===== src/rtl/spiflash_responder.sv =====
// SPI flash responder: decodes 0x03 / 0xEB (continuous read) and serves bytes from a memory port.
// Pad outputs lag the host SCLK fall by SYNC_STAGES+1 clk; memory holds mem_valid until mem_ready.
module spiflash_responder #(
   parameter int         SYNC_STAGES = 2,
   parameter logic [7:0] CONT_MASK   = 8'h30,
   parameter logic [7:0] CONT_VAL    = 8'h20
) (
   input  logic        clk,
   input  logic        resetn,
   input  logic        spi_csb,
   input  logic        spi_clk,
   input  logic [3:0]  spi_io_di,
   output logic [3:0]  spi_io_do,
   output logic [3:0]  spi_io_oe,
   input  logic [3:0]  dummy_cycles,
   output logic        mem_valid,
   input  logic        mem_ready,
   output logic [23:0] mem_addr,
   input  logic [7:0]  mem_rdata,
   output logic        busy,
   output logic        underrun
);

   typedef enum logic [2:0] {IDLE, CMD, ADDR, MODE, DUMMY, DATA, IGNORE} state_t;

   logic [5:0] sync_q [SYNC_STAGES];
   logic       csb_s, sclk_s;
   logic [3:0] io_s;
   logic       csb_prev_q, sclk_prev_q;
   logic       rise, fall, csb_fall, csb_rise;

   state_t      state_q, state_d;
   logic        cont_q, cont_d, quad_q, quad_d;
   logic [4:0]  bitcnt_q, bitcnt_d;
   logic [23:0] sr_q, sr_d, sr_nx;
   logic [23:0] addr_q, addr_d;
   logic [7:0]  dout_q, dout_d;
   logic [2:0]  dcnt_q, dcnt_d;
   logic [7:0]  buf_q, buf_d, byte_nx;
   logic        buf_vld_q, buf_vld_d;
   logic        want_q, want_d, discard_q, discard_d;
   logic        mem_valid_q, mem_valid_d;
   logic [23:0] mem_addr_q, mem_addr_d;
   logic        underrun_q, underrun_d;
   logic [3:0]  oe_q, oe_d, do_q, do_d;

   // csb synchronises to 1 so the block looks deselected out of reset
   always_ff @(posedge clk or negedge resetn) begin
      if (!resetn) begin
         for (int i = 0; i < SYNC_STAGES; i++) sync_q[i] <= 6'b100000;
      end else begin
         sync_q[0] <= {spi_csb, spi_clk, spi_io_di};
         for (int i = 1; i < SYNC_STAGES; i++) sync_q[i] <= sync_q[i-1];
      end
   end

   assign csb_s    = sync_q[SYNC_STAGES-1][5];
   assign sclk_s   = sync_q[SYNC_STAGES-1][4];
   assign io_s     = sync_q[SYNC_STAGES-1][3:0];
   assign rise     = sclk_s & ~sclk_prev_q & ~csb_s;
   assign fall     = ~sclk_s & sclk_prev_q & ~csb_s;
   assign csb_fall = csb_prev_q & ~csb_s;
   assign csb_rise = ~csb_prev_q & csb_s;
   assign sr_nx    = quad_q ? {sr_q[19:0], io_s} : {sr_q[22:0], io_s[0]};
   assign byte_nx  = buf_vld_q ? buf_q : 8'hFF;

   always_comb begin
      state_d     = state_q;
      cont_d      = cont_q;
      quad_d      = quad_q;
      bitcnt_d    = bitcnt_q;
      sr_d        = sr_q;
      addr_d      = addr_q;
      dout_d      = dout_q;
      dcnt_d      = dcnt_q;
      buf_d       = buf_q;
      buf_vld_d   = buf_vld_q;
      want_d      = want_q;
      discard_d   = discard_q;
      mem_valid_d = mem_valid_q;
      mem_addr_d  = mem_addr_q;
      underrun_d  = 1'b0;
      oe_d        = oe_q;
      do_d        = do_q;

      if (mem_valid_q && mem_ready) begin
         mem_valid_d = 1'b0;
         if (discard_q) begin
            discard_d = 1'b0;
         end else begin
            buf_d     = mem_rdata;
            buf_vld_d = 1'b1;
         end
      end else if (want_q && !mem_valid_q) begin
         mem_valid_d = 1'b1;
         mem_addr_d  = addr_q;
         want_d      = 1'b0;
      end

      case (state_q)
         IDLE: if (csb_fall) begin
            bitcnt_d = '0;
            quad_d   = cont_q;
            state_d  = cont_q ? ADDR : CMD;
         end
         CMD: if (rise) begin
            sr_d     = sr_nx;
            bitcnt_d = bitcnt_q + 5'd1;
            if (bitcnt_q == 5'd7) begin
               bitcnt_d = '0;
               case (sr_nx[7:0])
                  8'h03:   state_d = ADDR;
                  8'hEB: begin
                     quad_d  = 1'b1;
                     state_d = ADDR;
                  end
                  default: state_d = IGNORE;
               endcase
            end
         end
         ADDR: if (rise) begin
            sr_d     = sr_nx;
            bitcnt_d = bitcnt_q + 5'd1;
            if (bitcnt_q == (quad_q ? 5'd5 : 5'd23)) begin
               bitcnt_d = '0;
               addr_d   = sr_nx;
               want_d   = 1'b1;
               dcnt_d   = '0;
               state_d  = quad_q ? MODE : DATA;
            end
         end
         MODE: if (rise) begin
            sr_d     = sr_nx;
            bitcnt_d = bitcnt_q + 5'd1;
            if (bitcnt_q == 5'd1) begin
               bitcnt_d = '0;
               cont_d   = (sr_nx[7:0] & CONT_MASK) == CONT_VAL;
               state_d  = (dummy_cycles == 4'd0) ? DATA : DUMMY;
            end
         end
         DUMMY: if (rise) begin
            bitcnt_d = bitcnt_q + 5'd1;
            if (bitcnt_q + 5'd1 == {1'b0, dummy_cycles}) state_d = DATA;
         end
         DATA: if (fall) begin
            oe_d = quad_q ? 4'hF : 4'b0010;
            if (dcnt_q == 3'd0) begin
               // Byte slot boundary: consume the prefetch (or 0xFF) and ask for the next address
               addr_d    = addr_q + 24'd1;
               want_d    = 1'b1;
               buf_vld_d = 1'b0;
               if (!buf_vld_q) begin
                  underrun_d = 1'b1;
                  discard_d  = mem_valid_q & ~mem_ready;
               end
               if (quad_q) begin
                  do_d   = byte_nx[7:4];
                  dout_d = {byte_nx[3:0], 4'h0};
                  dcnt_d = 3'd1;
               end else begin
                  do_d   = {2'b00, byte_nx[7], 1'b0};
                  dout_d = {byte_nx[6:0], 1'b0};
                  dcnt_d = 3'd7;
               end
            end else begin
               if (quad_q) begin
                  do_d   = dout_q[7:4];
                  dout_d = {dout_q[3:0], 4'h0};
               end else begin
                  do_d   = {2'b00, dout_q[7], 1'b0};
                  dout_d = {dout_q[6:0], 1'b0};
               end
               dcnt_d = dcnt_q - 3'd1;
            end
         end
         default: ;
      endcase

      if (csb_rise) begin
         state_d   = IDLE;
         oe_d      = 4'h0;
         do_d      = 4'h0;
         want_d    = 1'b0;
         buf_vld_d = 1'b0;
         discard_d = mem_valid_q & ~mem_ready;
         if (cont_q && (state_q == ADDR || state_q == MODE)) cont_d = 1'b0;
      end
   end

   always_ff @(posedge clk or negedge resetn) begin
      if (!resetn) begin
         csb_prev_q  <= 1'b1;
         sclk_prev_q <= 1'b0;
         state_q     <= IDLE;
         cont_q      <= 1'b0;
         quad_q      <= 1'b0;
         bitcnt_q    <= '0;
         sr_q        <= '0;
         addr_q      <= '0;
         dout_q      <= '0;
         dcnt_q      <= '0;
         buf_q       <= '0;
         buf_vld_q   <= 1'b0;
         want_q      <= 1'b0;
         discard_q   <= 1'b0;
         mem_valid_q <= 1'b0;
         mem_addr_q  <= '0;
         underrun_q  <= 1'b0;
         oe_q        <= 4'h0;
         do_q        <= 4'h0;
      end else begin
         csb_prev_q  <= csb_s;
         sclk_prev_q <= sclk_s;
         state_q     <= state_d;
         cont_q      <= cont_d;
         quad_q      <= quad_d;
         bitcnt_q    <= bitcnt_d;
         sr_q        <= sr_d;
         addr_q      <= addr_d;
         dout_q      <= dout_d;
         dcnt_q      <= dcnt_d;
         buf_q       <= buf_d;
         buf_vld_q   <= buf_vld_d;
         want_q      <= want_d;
         discard_q   <= discard_d;
         mem_valid_q <= mem_valid_d;
         mem_addr_q  <= mem_addr_d;
         underrun_q  <= underrun_d;
         oe_q        <= oe_d;
         do_q        <= do_d;
      end
   end

   assign spi_io_do = do_q;
   assign spi_io_oe = oe_q;
   assign mem_valid = mem_valid_q;
   assign mem_addr  = mem_addr_q;
   assign busy      = ~csb_s;
   assign underrun  = underrun_q;

endmodule


===== config.mk =====
export PLATFORM = sky130hd
export DESIGN_NAME = spiflash_responder
export DESIGN_NICKNAME = d
export VERILOG_FILES = /design/src/rtl/spiflash_responder.sv
export SDC_FILE = /design/constraint.sdc
export NUM_CORES = 1
export LEC_CHECK = 0
export ABC_AREA = 1
export BUFFER_PORTS_ARGS = -buffer_cell sky130_fd_sc_hd__buf_4
export CAP_MARGIN = 10
export CORE_MARGIN = 5
export CORE_UTILIZATION = 40
export DETAILED_ROUTE_END_ITERATION = 12
export GPL_ROUTABILITY_DRIVEN = 0
export HOLD_SLACK_MARGIN = 0.06
export PLACE_DENSITY_LB_ADDON = 0.25
export SLEW_MARGIN = 15
export SYNTH_ARGS = -nofsm -noshare
export SYNTH_HDL_FRONTEND = slang
export SYNTH_SLANG_ARGS = --single-unit

===== constraint.sdc =====
create_clock -name clk -period 1.65 [get_ports clk]
set_input_delay 0.2475 -clock clk [delete_from_list [all_inputs] [get_ports clk]]
set_output_delay 0.2475 -clock clk [all_outputs]
set_load 0.05 [all_outputs]

==> flow_summary.yaml <==
placed_design:
  port_buffers: 55
  place_area_sq_mm: 0.00773
  place_inst: 1170
  dp_slack_ns: -0.104
  dp_hpwl_um: 11600
worst_setup_path:
  path_cells: "clkinvlp_4 -> buf_6 -> buf_12"
  critPathBufInv: 3
  required_ns: 1.40
  cp_slowest_cell: "dfstp_2"
  crit_type: "reg -> out"
  critical_path.max_stage_delay_ns: 0.58
  crit_end: "busy"
  crit_path_start: "csb_s"
  reg2regPathDepth: 10
  cp_max_fo: 4
  worst_setup_path_start_kind: "register"
  timing.rr.start: "state_q[2]"
  path_depth: 3
  cp_top_family: "flip-flops"
  crit_arrival_ns: 1.48
  r2r_end: "addr_q[7]"
  crit_path_end_kind: "output port"
  r2r_slack_ns: -0.05
layout:
  layout.nets: 1042
  mostFrequentLayoutCells: "261 x nand2_1, 130 x buf_4, 116 x dfrtp_1"
  n_antenna_cell: 0
  drive_above_1_share_pct: 28.0
  final_common_cell: "nand2_1"
  fin_cells: 1243
  area_delta_synth_final_pct: 41.2
  stdcell_area_sq_mm: 0.00910
die:
  io_pins: 56
  initial_core_util_pct: 40.7
  rows: 46
  die_area_sq_mm: 0.0188
  die_height_um: 137
  fp.dieW_um: 137
  coreArea_sq_mm: 0.0158
clocking:
  htree_levels: 4
  cts_buffers: 17
  cts_tree: "yes"
  ctsLongestPathBuffers: 2
  cts_sinks: 124
  cts_root_buffer: "clkbuf_16"
  clk_pin_slew_ns: 0.06
  clk_latency_ns: 0.43
timing:
  grt_setup_unrepaired: "yes"
  fin_crit_ns: 1.73
  slew_violations: 0
  finalSetupViolCount: 12
  clock_skew_ns: 0.00912
  max_freq_mhz: 578
  finalHoldViolations: 0
  tightest_slew_ns: 0.411
  setup_ws_ns: -0.0791
  fin_crit_sh_pct: 105
  hold_slack_ns: 0.170
  maxSlewHeadroom_pct: 72.6
route:
  drt_iter0_markers: 337
  first_pass_iters: 5
  drcViolationCount: 0
  dr_total_vias: 6145
  vias_per_cell: 4.94
  antenna_left: 0
  avgRoutedWirePerCell_um: 13.6
  wl_um: 16900
run:
  drv_cap: 0
grt:
  grt_max_degree: 44
  grt_usage_pct: 18.3
  grt_pass1_wl_um: 27300
  antenna_found_initial: 0
  grt_pass1_vias: 5825
  grt_overflow: 0
power:
  peakVddDrop_mv: 0.922
  power.leakage_uw: 0.00433
  power_density_mw_per_mm2: 1910
  power_uw: 17400
synthesis:
  synth_edf_count: 0
  syn_nets: 878
  ys.flop_type: "dfrtp_1"
  synth_top_area_share_pct: 47.0
  yosysSeqAreaShare_pct: 48.2
  synth.area.top_cells: "dfrtp_1 47%, nand2_1 15%, o21ai_0 8.6%, inv_1 5.1%, nor2_1 4.2%"
  syn_avg_cell_area_sq_um: 7.59
  syn_area_sq_mm: 0.00645
  synthCells: 850
  ys_seq_elements: 124
  synth_top_area_cell: "dfrtp_1"
  synth.distinct_cells: 43
  ys_async_sr_fraction_pct: 100
  yosys_warnings: 0
run_status:
  violations: "negative setup slack"
  status: "finished, violations left"
worst_hold_path:
  min_path_type: "in -> reg"
-- how the worst min path moves through the flow --
| stage | to | cells after the start | startpoint | slack (ns) |
|---|---|---|---|---|
| after floorplan | addr_q[0] | 0 | resetn | -0.05 |
| after global placement | mem_addr[0] | 1 | resetn | 0.21 |
| after detailed placement | mem_addr[0] | 1 | resetn | 0.21 |
| after CTS | discard_q | 4 | mem_ready | 0.15 |
| after global routing | discard_q | 4 | mem_ready | 0.17 |
| final | discard_q | 4 | mem_ready | 0.17 |
-- stage by stage --
| step | setup TNS (ns) | util (%) |
|---|---|---|
| 2_1_floorplan | -0.775 | - |
| 3_3_place_gp | -0.350 | 48.8 |
| 3_5_place_dp | -0.405 | 48.8 |
| 4_1_cts | -0.00437 | 54.2 |
| 5_1_grt | -3.18 | 57.5 |
| 6_report | -0.354 | 57.5 |
-- timing repair --
item,CTS,global route
pin swaps,2,26
hold buffers,15,0
setup endpoints to repair,14,69
buffers inserted,3,20
gates cloned,0,3
hold endpoints to repair,38,0
gates resized for setup,13,97
-- registers in the layout, indices dropped and copies added (netlist names), 2 cells and up --
name / count
spi_io_oe: 2
io_s: 4
dout_q: 7
dcnt_q: 3
mem_addr: 24
addr_q: 24
bitcnt_q: 5
sr_q: 23
sync_q: 6
buf_q: 8
spi_io_do: 4
state_q: 3
-- Yosys cell counts (all sizes together), types with 2 or more instances --
cell / n
clkbuf: 12
xnor2: 2
ha: 7
or2: 2
o211ai: 8
mux2: 5
o31ai: 2
inv: 91
dfstp: 3
xor2: 6
a21oi: 22
nand4: 7
clkinv: 3
o22ai: 8
o21ai: 119
nor2: 77
buf: 17
a211oi: 2
a41oi: 2
nand3: 49
dfrtp: 121
nand2: 272
nor3: 7
-- power breakdown --
group | leakage (uW) | total [uW] | internal [uW] | switching (uW)
clock | 0.000308 | 4040 | 2680 | 1350
combinational | 0.00242 | 8440 | 3480 | 4960
sequential | 0.00160 | 4880 | 4090 | 787
-- worst min-delay path, cell delays in order --
cell and delay (ns):
buf_4 0.08, nand2_1 0.08, nand3_1 0.09, o21ai_1 0.06
-- per-layer routing --
layer	share of wire (%)	vias up	GRT usage, %	wire length, um
li1	-	3083	-	-
met1	46	2854	24.1	7840
met5	0	-	0	0
met4	2.3	0	6.37	388
met2	47	176	29.2	7930
met3	4.6	32	4.74	781
-- final cells by class --
cell class,count,area (sq um)
clock buffer,22,484
fill,1410,6730
multi-input combinational,603,3140
tap,216,270
timing repair buffer,174,1580
inverter,94,359
sequential,124,3110
clock inverter,10,161
-- logic make-up after synthesis --
logic type / synth area share (%)
buffers and inverters: 7.70
AOI/OAI and AO/OA: 14.2
DFF: 48.2
xor gates and xnor gates: 1.09
muxes: 0.873
and+or+nand+nor: 26.6
adders and majority gates: 1.36
(Power assumes the default switching activity.)
